File: src/rtl/pipe_stage_hs.sv
`default_nettype none
// ============================================================================
// Module   : pipe_stage_hs
// Purpose  : Generic inter-stage pipeline register carrying a control bundle
//            and a data bundle. It uses a valid/ready handshake with a 2-entry
//            skid buffer, so the upstream ready is registered and never
//            depends combinationally on the downstream ready. It also
//            supports a synchronous flush that inserts bubbles.
// Ports    : clk_i        - clock, rising edge
//            rst_i        - asynchronous active-high reset
//            flush_i      - synchronous flush (drops held and same-cycle input)
//            in_valid_i   - upstream entry valid
//            in_ready_o   - stage can accept (registered, = !skid_valid)
//            in_ctrl_i    - upstream control bundle   [CTRL_W]
//            in_data_i    - upstream data bundle      [DATA_W]
//            out_valid_o  - main register holds a valid entry
//            out_ready_i  - downstream accepts
//            out_ctrl_o   - main ctrl when valid, else CTRL_BUBBLE
//            out_data_o   - main data (holds last value when invalid)
//            occupancy_o  - number of held entries (0..2)
// Revision : 1.0 - initial release
// ============================================================================
module pipe_stage_hs #(
  parameter int                 DATA_W      = 64,
  parameter int                 CTRL_W      = 8,
  parameter logic [CTRL_W-1:0]  CTRL_BUBBLE = {CTRL_W{1'b0}}
) (
  input  logic              clk_i,
  input  logic              rst_i,
  input  logic              flush_i,
  input  logic              in_valid_i,
  output logic              in_ready_o,
  input  logic [CTRL_W-1:0] in_ctrl_i,
  input  logic [DATA_W-1:0] in_data_i,
  output logic              out_valid_o,
  input  logic              out_ready_i,
  output logic [CTRL_W-1:0] out_ctrl_o,
  output logic [DATA_W-1:0] out_data_o,
  output logic [1:0]        occupancy_o
);

  // The state encoding is the pair of valid bits {skid_valid, main_valid},
  // so the valid flags fall straight out of the state register.
  typedef enum logic [1:0] {
    ST_EMPTY = 2'b00,
    ST_ONE   = 2'b01,
    ST_FULL  = 2'b11
  } state_t;

  state_t state_q;
  state_t state_d;

  logic              main_valid;
  logic              skid_valid;
  logic [CTRL_W-1:0] main_ctrl;
  logic [DATA_W-1:0] main_data;
  logic [CTRL_W-1:0] skid_ctrl;
  logic [DATA_W-1:0] skid_data;

  logic in_fire;
  logic out_fire;
  logic load_main_in;    // main <= upstream input
  logic load_main_skid;  // main <= skid (draining the skid buffer)
  logic load_skid_in;    // skid <= upstream input

  assign main_valid = state_q[0];
  assign skid_valid = state_q[1];

  // Ready comes only from the registered skid flag. This breaks the
  // out_ready -> in_ready combinational path.
  assign in_ready_o = ~skid_valid;
  assign in_fire    = in_valid_i & in_ready_o;
  assign out_fire   = main_valid & out_ready_i;

  // --------------------------------------------------------------------------
  // Next-state and register load selects
  // --------------------------------------------------------------------------
  always_comb begin
    state_d        = state_q;
    load_main_in   = 1'b0;
    load_main_skid = 1'b0;
    load_skid_in   = 1'b0;

    if (flush_i) begin
      // Any same-cycle input is dropped. A same-cycle output counts as
      // already delivered.
      state_d = ST_EMPTY;
    end else begin
      case (state_q)
        ST_EMPTY: begin
          if (in_fire) begin
            state_d      = ST_ONE;
            load_main_in = 1'b1;
          end
        end
        ST_ONE: begin
          if (in_fire && out_fire) begin
            load_main_in = 1'b1;
          end else if (in_fire) begin
            state_d      = ST_FULL;
            load_skid_in = 1'b1;
          end else if (out_fire) begin
            state_d = ST_EMPTY;
          end
        end
        ST_FULL: begin
          // in_ready_o is low here, so only the drain path applies.
          if (out_fire) begin
            state_d        = ST_ONE;
            load_main_skid = 1'b1;
          end
        end
        default: begin
          state_d = ST_EMPTY;
        end
      endcase
    end
  end

  // --------------------------------------------------------------------------
  // State register
  // --------------------------------------------------------------------------
  always_ff @(posedge clk_i or posedge rst_i) begin
    if (rst_i) begin
      state_q <= ST_EMPTY;
    end else begin
      state_q <= state_d;
    end
  end

  // --------------------------------------------------------------------------
  // Payload registers. On a flush only the ctrl fields are forced to the
  // bubble value; the data fields keep their contents.
  // --------------------------------------------------------------------------
  always_ff @(posedge clk_i or posedge rst_i) begin
    if (rst_i) begin
      main_ctrl <= CTRL_BUBBLE;
      main_data <= {DATA_W{1'b0}};
      skid_ctrl <= CTRL_BUBBLE;
      skid_data <= {DATA_W{1'b0}};
    end else if (flush_i) begin
      main_ctrl <= CTRL_BUBBLE;
      skid_ctrl <= CTRL_BUBBLE;
    end else begin
      if (load_main_in) begin
        main_ctrl <= in_ctrl_i;
        main_data <= in_data_i;
      end else if (load_main_skid) begin
        main_ctrl <= skid_ctrl;
        main_data <= skid_data;
      end
      if (load_skid_in) begin
        skid_ctrl <= in_ctrl_i;
        skid_data <= in_data_i;
      end
    end
  end

  // --------------------------------------------------------------------------
  // Outputs
  // --------------------------------------------------------------------------
  assign out_valid_o = main_valid;
  assign out_ctrl_o  = main_valid ? main_ctrl : CTRL_BUBBLE;
  assign out_data_o  = main_data;
  assign occupancy_o = {1'b0, main_valid} + {1'b0, skid_valid};

endmodule
`default_nettype wire

File: config.mk
export PLATFORM = sky130hd
export DESIGN_NAME = pipe_stage_hs
export DESIGN_NICKNAME = d
export VERILOG_FILES = /design/src/rtl/pipe_stage_hs.sv
export SDC_FILE = /design/constraint.sdc
export NUM_CORES = 1
export LEC_CHECK = 0
export CORE_AREA = 5 5 159 100
export CTS_BUF_LIST = sky130_fd_sc_hd__clkbuf_4
export CTS_CLUSTER_DIAMETER = 60
export DETAILED_ROUTE_END_ITERATION = 16
export DIE_AREA = 0 0 164 105
export GPL_TIMING_DRIVEN = 0
export PLACE_DENSITY = 0.73
export SYNTH_ARGS = -nofsm -noshare
export SYNTH_HDL_FRONTEND = slang
export SYNTH_SLANG_ARGS = --single-unit
File: constraint.sdc
create_clock -name clk_i -period 6.3 [get_ports clk_i]
set_input_delay 1.26 -clock clk_i [delete_from_list [all_inputs] [get_ports clk_i]]
set_output_delay 1.26 -clock clk_i [all_outputs]
set_load 0.03 [all_outputs]
# Word level (Yosys, flattened, before mapping)
# Cells that the tools add are included.
# Widths: inputs -> output; s select.
word_totals:
  ff_bits: 146
  output_inout_bits: 76
classes:
  n_eq_ne: 6
  bitwise: 4
  muxes: 25
  add_sub_neg: 1
  n_reduce_logical: 8
op_table:
  columns: ["op", "count"]
  rows:
  - ["$mux 64", 2]
  - ["$mux 8", 6]
  - ["$mux 2", 6]
  - ["$mux 1", 9]
  - ["$ne 3x3->1 const B", 3]
  - ["$pmux 2 s3", 1]
  - ["$ne 4x4->1 const B", 1]
  - ["$reduce_and 2->1", 2]
  - ["$reduce_and 4->1", 1]
  - ["$reduce_bool 2->1", 2]
  - ["$reduce_bool 3->1", 1]
  - ["$add 1x1->2", 1]
  - ["$and 1x1->1", 2]
  - ["$eq 2x1->1 const B", 1]
  - ["$eq 2x2->1 const B", 1]
  - ["$logic_not 2->1", 1]
  - ["$not 1->1", 2]
  - ["$pmux 1 s2", 1]
  - ["$logic_and 1x1->1", 1]

# Logic depth before layout (Yosys ltp)
depth:
  ltp_word: 8
  depth_mapped: 10
  depth_no_buf: 6

# Worst setup path before layout
# No wires, ideal clock.
synth_timing:
  path_type: "reg-to-output"
  start: "reg state_q[0]"
  end: "out occupancy_o[0]"
  path_stages_with_launch: 4
  t_arrival_ns: 1.363
  path_slack_ns: 3.677
  required_ns: 5.040
  path_cell_list: "dfrtp_1 > clkbuf_1 > inv_1 > ha_1"
synth_via:
  elab_chain_cells: 1
synth_lines:
  columns: ["item", "line", "source"]
  rows:
  - ["from (decl)", "50", "state_t state_q;"]
  - ["from (signal assigned)", "127", "state_q <= state_d;"]
  - ["$add 1x1->2", "165", "assign occupancy_o = {1'b0, main_valid} + {1'b0, skid_valid};"]
  - ["to (decl)", "39", "output logic [1:0] occupancy_o"]
# No other way between the ends.

# Worst setup path in the final report
# Same ends and word-level chain as after synthesis.

==> flow_summary.yaml <==
outcome:
  outcome: "completed"
yosys:
  yosys.area.top_type: "dfrtp_1"
  synth_most_common_cell: "dfrtp_1"
  synth_edf_count: 0
  netlist_area_um2: 6309
  synth.area.top_cells: "dfrtp_1 58%, mux2_2 12%, o221a_1 11%, or3_1 6.4%, mux2i_1 1.4%"
  syn-num-nets: 531
  ys_seq_elements: 146
  synth_ff_type: "dfrtp_1"
  yosys_warnings: 0
  ys_seq_area_share_pct: 57.91
  syn_inst: 450
  ys_async_sr_fraction_pct: 100.0
  yosys-top-cells-count: "146 x dfrtp_1, 65 x mux2_2, 65 x or3_1, 61 x o221a_1, 16 x clkbuf_1"
  syn_avg_cell_area_um2: 14.02
  yosys.cell_types.count: 31
  synth.top_cell.area_share_pct: 57.91
timing:
  fmax_mhz: 263.6
  tightest_slew_ns: 0.6710
  period_needed_ns: 3.793
  finalMaxSlewViolations: 0
  min_period_over_period_pct: 60.21
  fin_skew_ns: 0.02199
  setup_viol: 0
  timing.final.ws_setup_ns: 2.507
  slew_headroom_pct: 55.10
  tns_ns: 0
  finalHoldViolations: 0
  rsz0062_at_grt: "false"
floorplan:
  num_rows: 34
  pin_count: 153
  die_w_um: 164
  core_area_um2: 14210
  dieArea_um2: 17220
  die_y_um: 105
  start_util_pct: 44.40
clock_tree:
  cts_tree: "yes"
  post_cts_resized: 0
  cts_buffer_depth: 2
  cts_setup_buffers: 0
  cts-root-buf: "clkbuf_4"
  cts_buffers: 17
  postCtsHoldBufs: 0
  clock-sinks: 146
  ctsHtreeMaxLevel: 4
  clk_pin_slew_worst_paths_ns: 0.11
  insertion_delay_ns: 0.51
finish:
  instances_no_fill: 830
  nets: 702
  drive_gt1_share_pct: 20.09
  area_growth_pct: 33.76
  seq_area_um2: 3654
  final_util_pct: 59.39
  num_antenna_cells: 0
  fillerInstances: 1164
  multi_input_area_um2: 2341
critical_path:
  cp-start-kind: "register"
  critPathSlowestCell: "clkdlybuf4s50_1"
  crit_required_ns: 5.04
  path_buf_inv: 3
  crit_path_end_kind: "output pin"
  crit_arrival_ns: 2.53
  critPathMaxStageDelay_ns: 0.68
  path_max_fanout: 10
  critical_path_class: "reg -> out"
  critPathTopFamily: "buffers and inverters"
  cp_cell_sequence: "clkbuf_1 > inv_1 > ha_1 > clkdlybuf4s50_1"
placed_design:
  dp_cells: 800
  port_buffers: 151
  dp_hpwl_um: 11450
  post-place-ws_ns: 2.851
  routabilityCongestion: 0.7629
routing:
  vias: 4484
  drt_iter0_markers: 235
  drt-vias-per-instance: 5.402
  totalWireLength_um: 16390
  ant_nets: 0
  dr.pass1.iters: 4
  drc: 0
  wire_per_inst_um: 19.75
global_route:
  grt_pass1_wl_um: 26190
  antenna_found_initial: 0
  grt_overflow: 0
  grt_pass1_vias: 4783
  grt_use_total_pct: 19.31
  grt_max_degree: 77
worst_hold_path:
  hold_path.class: "reg -> reg"
power:
  p_leak_nw: 3.392
  pwr_density_cell_nw_per_um2: 469.9
  peakVddDrop_mv: 0.2046
run:
  drv_cap: 0
-- placed cells by master (no fill, tap or decap), types with 8 or more instances in the layout --
| cell | count |
|---|---|
| clkbuf_4 | 17 |
| dfrtp_1 | 146 |
| mux2i_1 | 9 |
| mux2_2 | 65 |
| nor2_1 | 13 |
| o221a_1 | 61 |
| a211oi_1 | 8 |
| clkdlybuf4s50_1 | 151 |
| or3_1 | 65 |
| clkbuf_1 | 16 |
| and2_1 | 8 |
| buf_2 | 8 |
| a22o_1 | 8 |
-- area by class of cell --
class | instances | share of cell area [%]
Sequential cell | 146 | 43.30
Inverter | 4 | 0.2372
Timing Repair Buffer | 152 | 18.24
Clock buffer | 17 | 1.512
Tap cell | 198 | 2.936
Clock inverter | 13 | 2.491
Buffer | 41 | 3.544
Multi-Input combinational cell | 259 | 27.74
-- layer usage --
metal / vias up / wire length (um) / global-route usage [%]
met1: 2266 / 7910 / 28.15
met5: - / 0 / 0
li1: 2056 / - / -
met4: 0 / 127 / 4.668
met3: 14 / 1122 / 5.901
met2: 148 / 7229 / 28.29
-- where the power goes --
part,switching (mW),internal [mW]
registers,0.253,1.36
logic,0.830,0.830
clock network,0.341,0.353
total,1.43,2.54
-- through the flow --
stage / power [mW] / hold slack (ns) / instance area [um^2]
after floorplan: 2.606 / 0.4652 / 6309
after global placement: 3.235 / 0.4814 / 8068
after detailed placement: 3.298 / 0.4891 / 8100
after CTS: 4.001 / 0.5201 / 8438
after global routing: 4.183 / 0.5299 / 8438
final: 3.965 / 0.5226 / 8438
-- flip-flops by register name, indices dropped and copies added, names as in the netlist --
signal / cells
skid_ctrl: 8
out_data_o: 64
state_q: 2
skid_data: 64
main_ctrl: 8
-- cell families (layout without fill, tap and decap cells) --
kind of cell | after synthesis | after routing | share of synthesized area, %
xor+xnor | 1 | 1 | 0.1389
buf+inv | 45 | 227 | 4.978
flops | 146 | 146 | 57.91
simple gates | 94 | 94 | 8.885
compound gates | 86 | 86 | 14.26
fa+ha+maj | 4 | 4 | 0.7934
mux | 74 | 74 | 13.03
-- worst paths after layout --
path                                            from                    endpoint  slack, ns  depth (start not counted)
max reg2reg                   state_q[0]$_DFFE_PP0P_    main_ctrl[7]$_DFFE_PP0P_       3.73                         10
min in group asynchronous                      rst_i  out_data_o[16]$_DFFE_PP0P_       1.21                          2
max                           state_q[0]$_DFFE_PP0P_              occupancy_o[0]       2.51                          4
min reg2reg                skid_data[17]$_DFFE_PP0P_   skid_data[17]$_DFFE_PP0P_       0.52                          1
min                        skid_data[17]$_DFFE_PP0P_   skid_data[17]$_DFFE_PP0P_       0.52                          1
max in group asynchronous                      rst_i  out_data_o[60]$_DFFE_PP0P_       4.28                          3
No activity file was read; power rests on OpenSTA's default activity.
==> variant: new RTL, same flow settings <==
Set the parameter `CTRL_W` to 10 (it was 8).
--- a/src/rtl/pipe_stage_hs.sv
+++ b/src/rtl/pipe_stage_hs.sv
@@ -23,5 +23,5 @@
 module pipe_stage_hs #(
   parameter int                 DATA_W      = 64,
-  parameter int                 CTRL_W      = 8,
+  parameter int                 CTRL_W      = 10,
   parameter logic [CTRL_W-1:0]  CTRL_BUBBLE = {CTRL_W{1'b0}}
 ) (
Ports: changed (resized in_ctrl_i and out_ctrl_o); port bits go from 153 to 157. No check against the original RTL was run, so the function may have changed too.
==> variant against the original RTL <==
  * Clock power shrank 5.9%
  * Sequential share of layout area is 0.37 points higher
  * Core utilization grew 1.1 points
  * Wire length rose by 4.5%
  * Final cell count grew 2.7%
  * Area after synthesis increased by 2.1%
  * Non-clock buffer count up 5
  * Synthesized cell count is 3.1% higher
  * Final area increased by 1.9%
  * Sequential cell count grew 4
  * Total power rose by 1.2%
  * Via count is 4.3% higher
  * Setup slack got worse by 0.21 ns
  * Count of clock-buffer cells in the layout stayed put
  * Critical endpoint unchanged
==> variant: results (changes against the original RTL) <==
{| class="wikitable"
! Metric !! Value
|-
| Number of sinks handled by clock tree synthesis || 150 (+2.7%)
|-
| Commonest cells post-synth || dfrtp_1 (150), or3_1 (65), mux2_2 (57)
|-
| Via count of the first global-routing pass || 5008 (+4.7%)
|-
| Ranking of synthesized cells by area || dfrtp_1 (58%), mux2_2 (10%), o221a_2 (9.1%)
|-
| Instance area at placement || 8280 um^2 (+2.3%)
|-
| Worst-path clk slew || 0.13 ns (+0.02 ns)
|-
| Placer's final routability congestion estimate || 0.782 (+2.5%)
|-
| Post-synthesis cell type count || 31 (unchanged)
|-
| Outcome || finished, final reports clean
|-
| Routed WL per cell || 20.1 um (+1.8%)
|-
| Worst VDD drop || 0.249 mV (+22%)
|-
| Number of antenna violations at the first check in global routing || 0 (unchanged)
|-
| Power dissipated by switching net loads || 1.51 mW (+6.2%)
|-
| Clock insertion delay at the later pin of the skew report || 0.54 ns (+0.03 ns)
|-
| Wirelength, routed || 17100 um (+4.5%)
|-
| Number of detailed-route iterations in the first pass || 4 (unchanged)
|-
| Yosys synthesis warning count || 0 (unchanged)
|-
| Clock root cell || clkbuf_4
|-
| Part of the Yosys area used for sequential elements || 0.583 (+0.00362)
|-
| Post-route clock skew || 0.0302 ns (+0.00823 ns)
|-
| Initial DRC count || 257 (+9.4%)
|-
| Gate Count Post-Synth || 464 (+3.1%)
|-
| P_leak || 3.52 nW (+3.7%)
|-
| Data arrival time of the critical path || 2.74 ns (+0.21 ns)
|-
| Post-layout net count || 723 (+3.0%)
|-
| Net count of the mapped netlist || 547 (+3.0%)
|-
| Wire length of the first global-routing pass || 27200 um (+3.7%)
|-
| Port bufs || 156 (+3.3%)
|-
| # placed instances || 819 (+2.4%)
|-
| Remaining max-slew budget at the tightest pin || 0.465 (-0.0855)
|-
| DP HPWL || 12100 um (+5.6%)
|-
| Global router's overall resource usage || 0.200 (+0.00675)
|-
| Proportion of layout cells with a drive suffix above 1 || 0.266 (+0.0655)
|-
| Maximum number of pins on one net before global-route repair || 78 (+1.3%)
|-
| Number of vias per cell || 5.49 (+1.7%)
|}
==> variant: metal layers <==
metal  global-route usage  up-vias  wire, um
met3               0.0590       23      1090
met5                    0        -         0
met4               0.0521        0       226
met1                0.286     2374      8180
li1                     -     2127         -
met2                0.299      155      7630
==> variant: through the flow <==
| step | power (mW) | worst slack, ns | setup TNS (ns) | utilization |
|---|---|---|---|---|
| 2_1_floorplan | 2.67 | 1.00 | 0 | - |
| 3_3_place_gp | 3.31 | -0.860 | -128.04 | 0.581 |
| 3_5_place_dp | 3.39 | 2.88 | 0 | 0.583 |
| 4_1_cts | 4.04 | 2.24 | 0 | 0.605 |
| 5_1_grt | 4.22 | 2.12 | 0 | 0.605 |
| 6_report | 4.01 | 2.30 | 0 | 0.605 |
==> variant: worst paths after layout <==
check	start	end	slack (ns)	cells after the start
max in group asynchronous	rst_i	out_data_o[38]	4.30	3
min reg2reg	skid_data[12]	skid_data[12]	0.51	1
min in group asynchronous	rst_i	skid_data[52]	1.18	2
min	skid_data[12]	skid_data[12]	0.51	1
max reg2reg	state_q[0]	main_ctrl[2]	3.43	8
max	state_q[0]	occupancy_o[0]	2.30	4
==> variant: cells by family (layout without fill, tap and decap cells) <==
group                    count (synthesis)  count (layout)  synth area share
buffers and inverters                   45             234            0.0423
other                                    0               1                 0
flip-flops                             150             150             0.583
XOR/XNOR                                 1               1           0.00136
AO/OA/AOI/OAI                           90              90             0.145
adder cells (fa/ha/maj)                  4               4           0.00777
multiplexers                            76              76             0.131
AND/OR/NAND/NOR                         98              98            0.0903
==> variant: critical path, stage by stage, from the launching register on <==
cell and delay, ns:
dfrtp_1 0.60, clkbuf_1 0.42, inv_1 0.13, ha_1 0.33
clkdlybuf4s50_1 0.72
==> variant: power by group through the flow <==
stage	Sequential [mW]	Clock [mW]	Combinational [mW]
2_1_floorplan	1.99	0	0.683
3_3_place_gp	1.63	0	1.68
3_5_place_dp	1.66	0	1.73
4_1_cts	1.64	0.669	1.73
5_1_grt	1.70	0.715	1.81
6_report	1.65	0.654	1.71
==> variant: cell type report <==
type	count	area (um^2)
antenna	1	2.50
sequential	150	3750
tap	198	248
buffer	41	258
clock inverter	15	183
timing repair buffer	157	1590
clock buffer	17	128
fill	1168	5610
inverter	4	20.0
multi-input combinational	269	2410
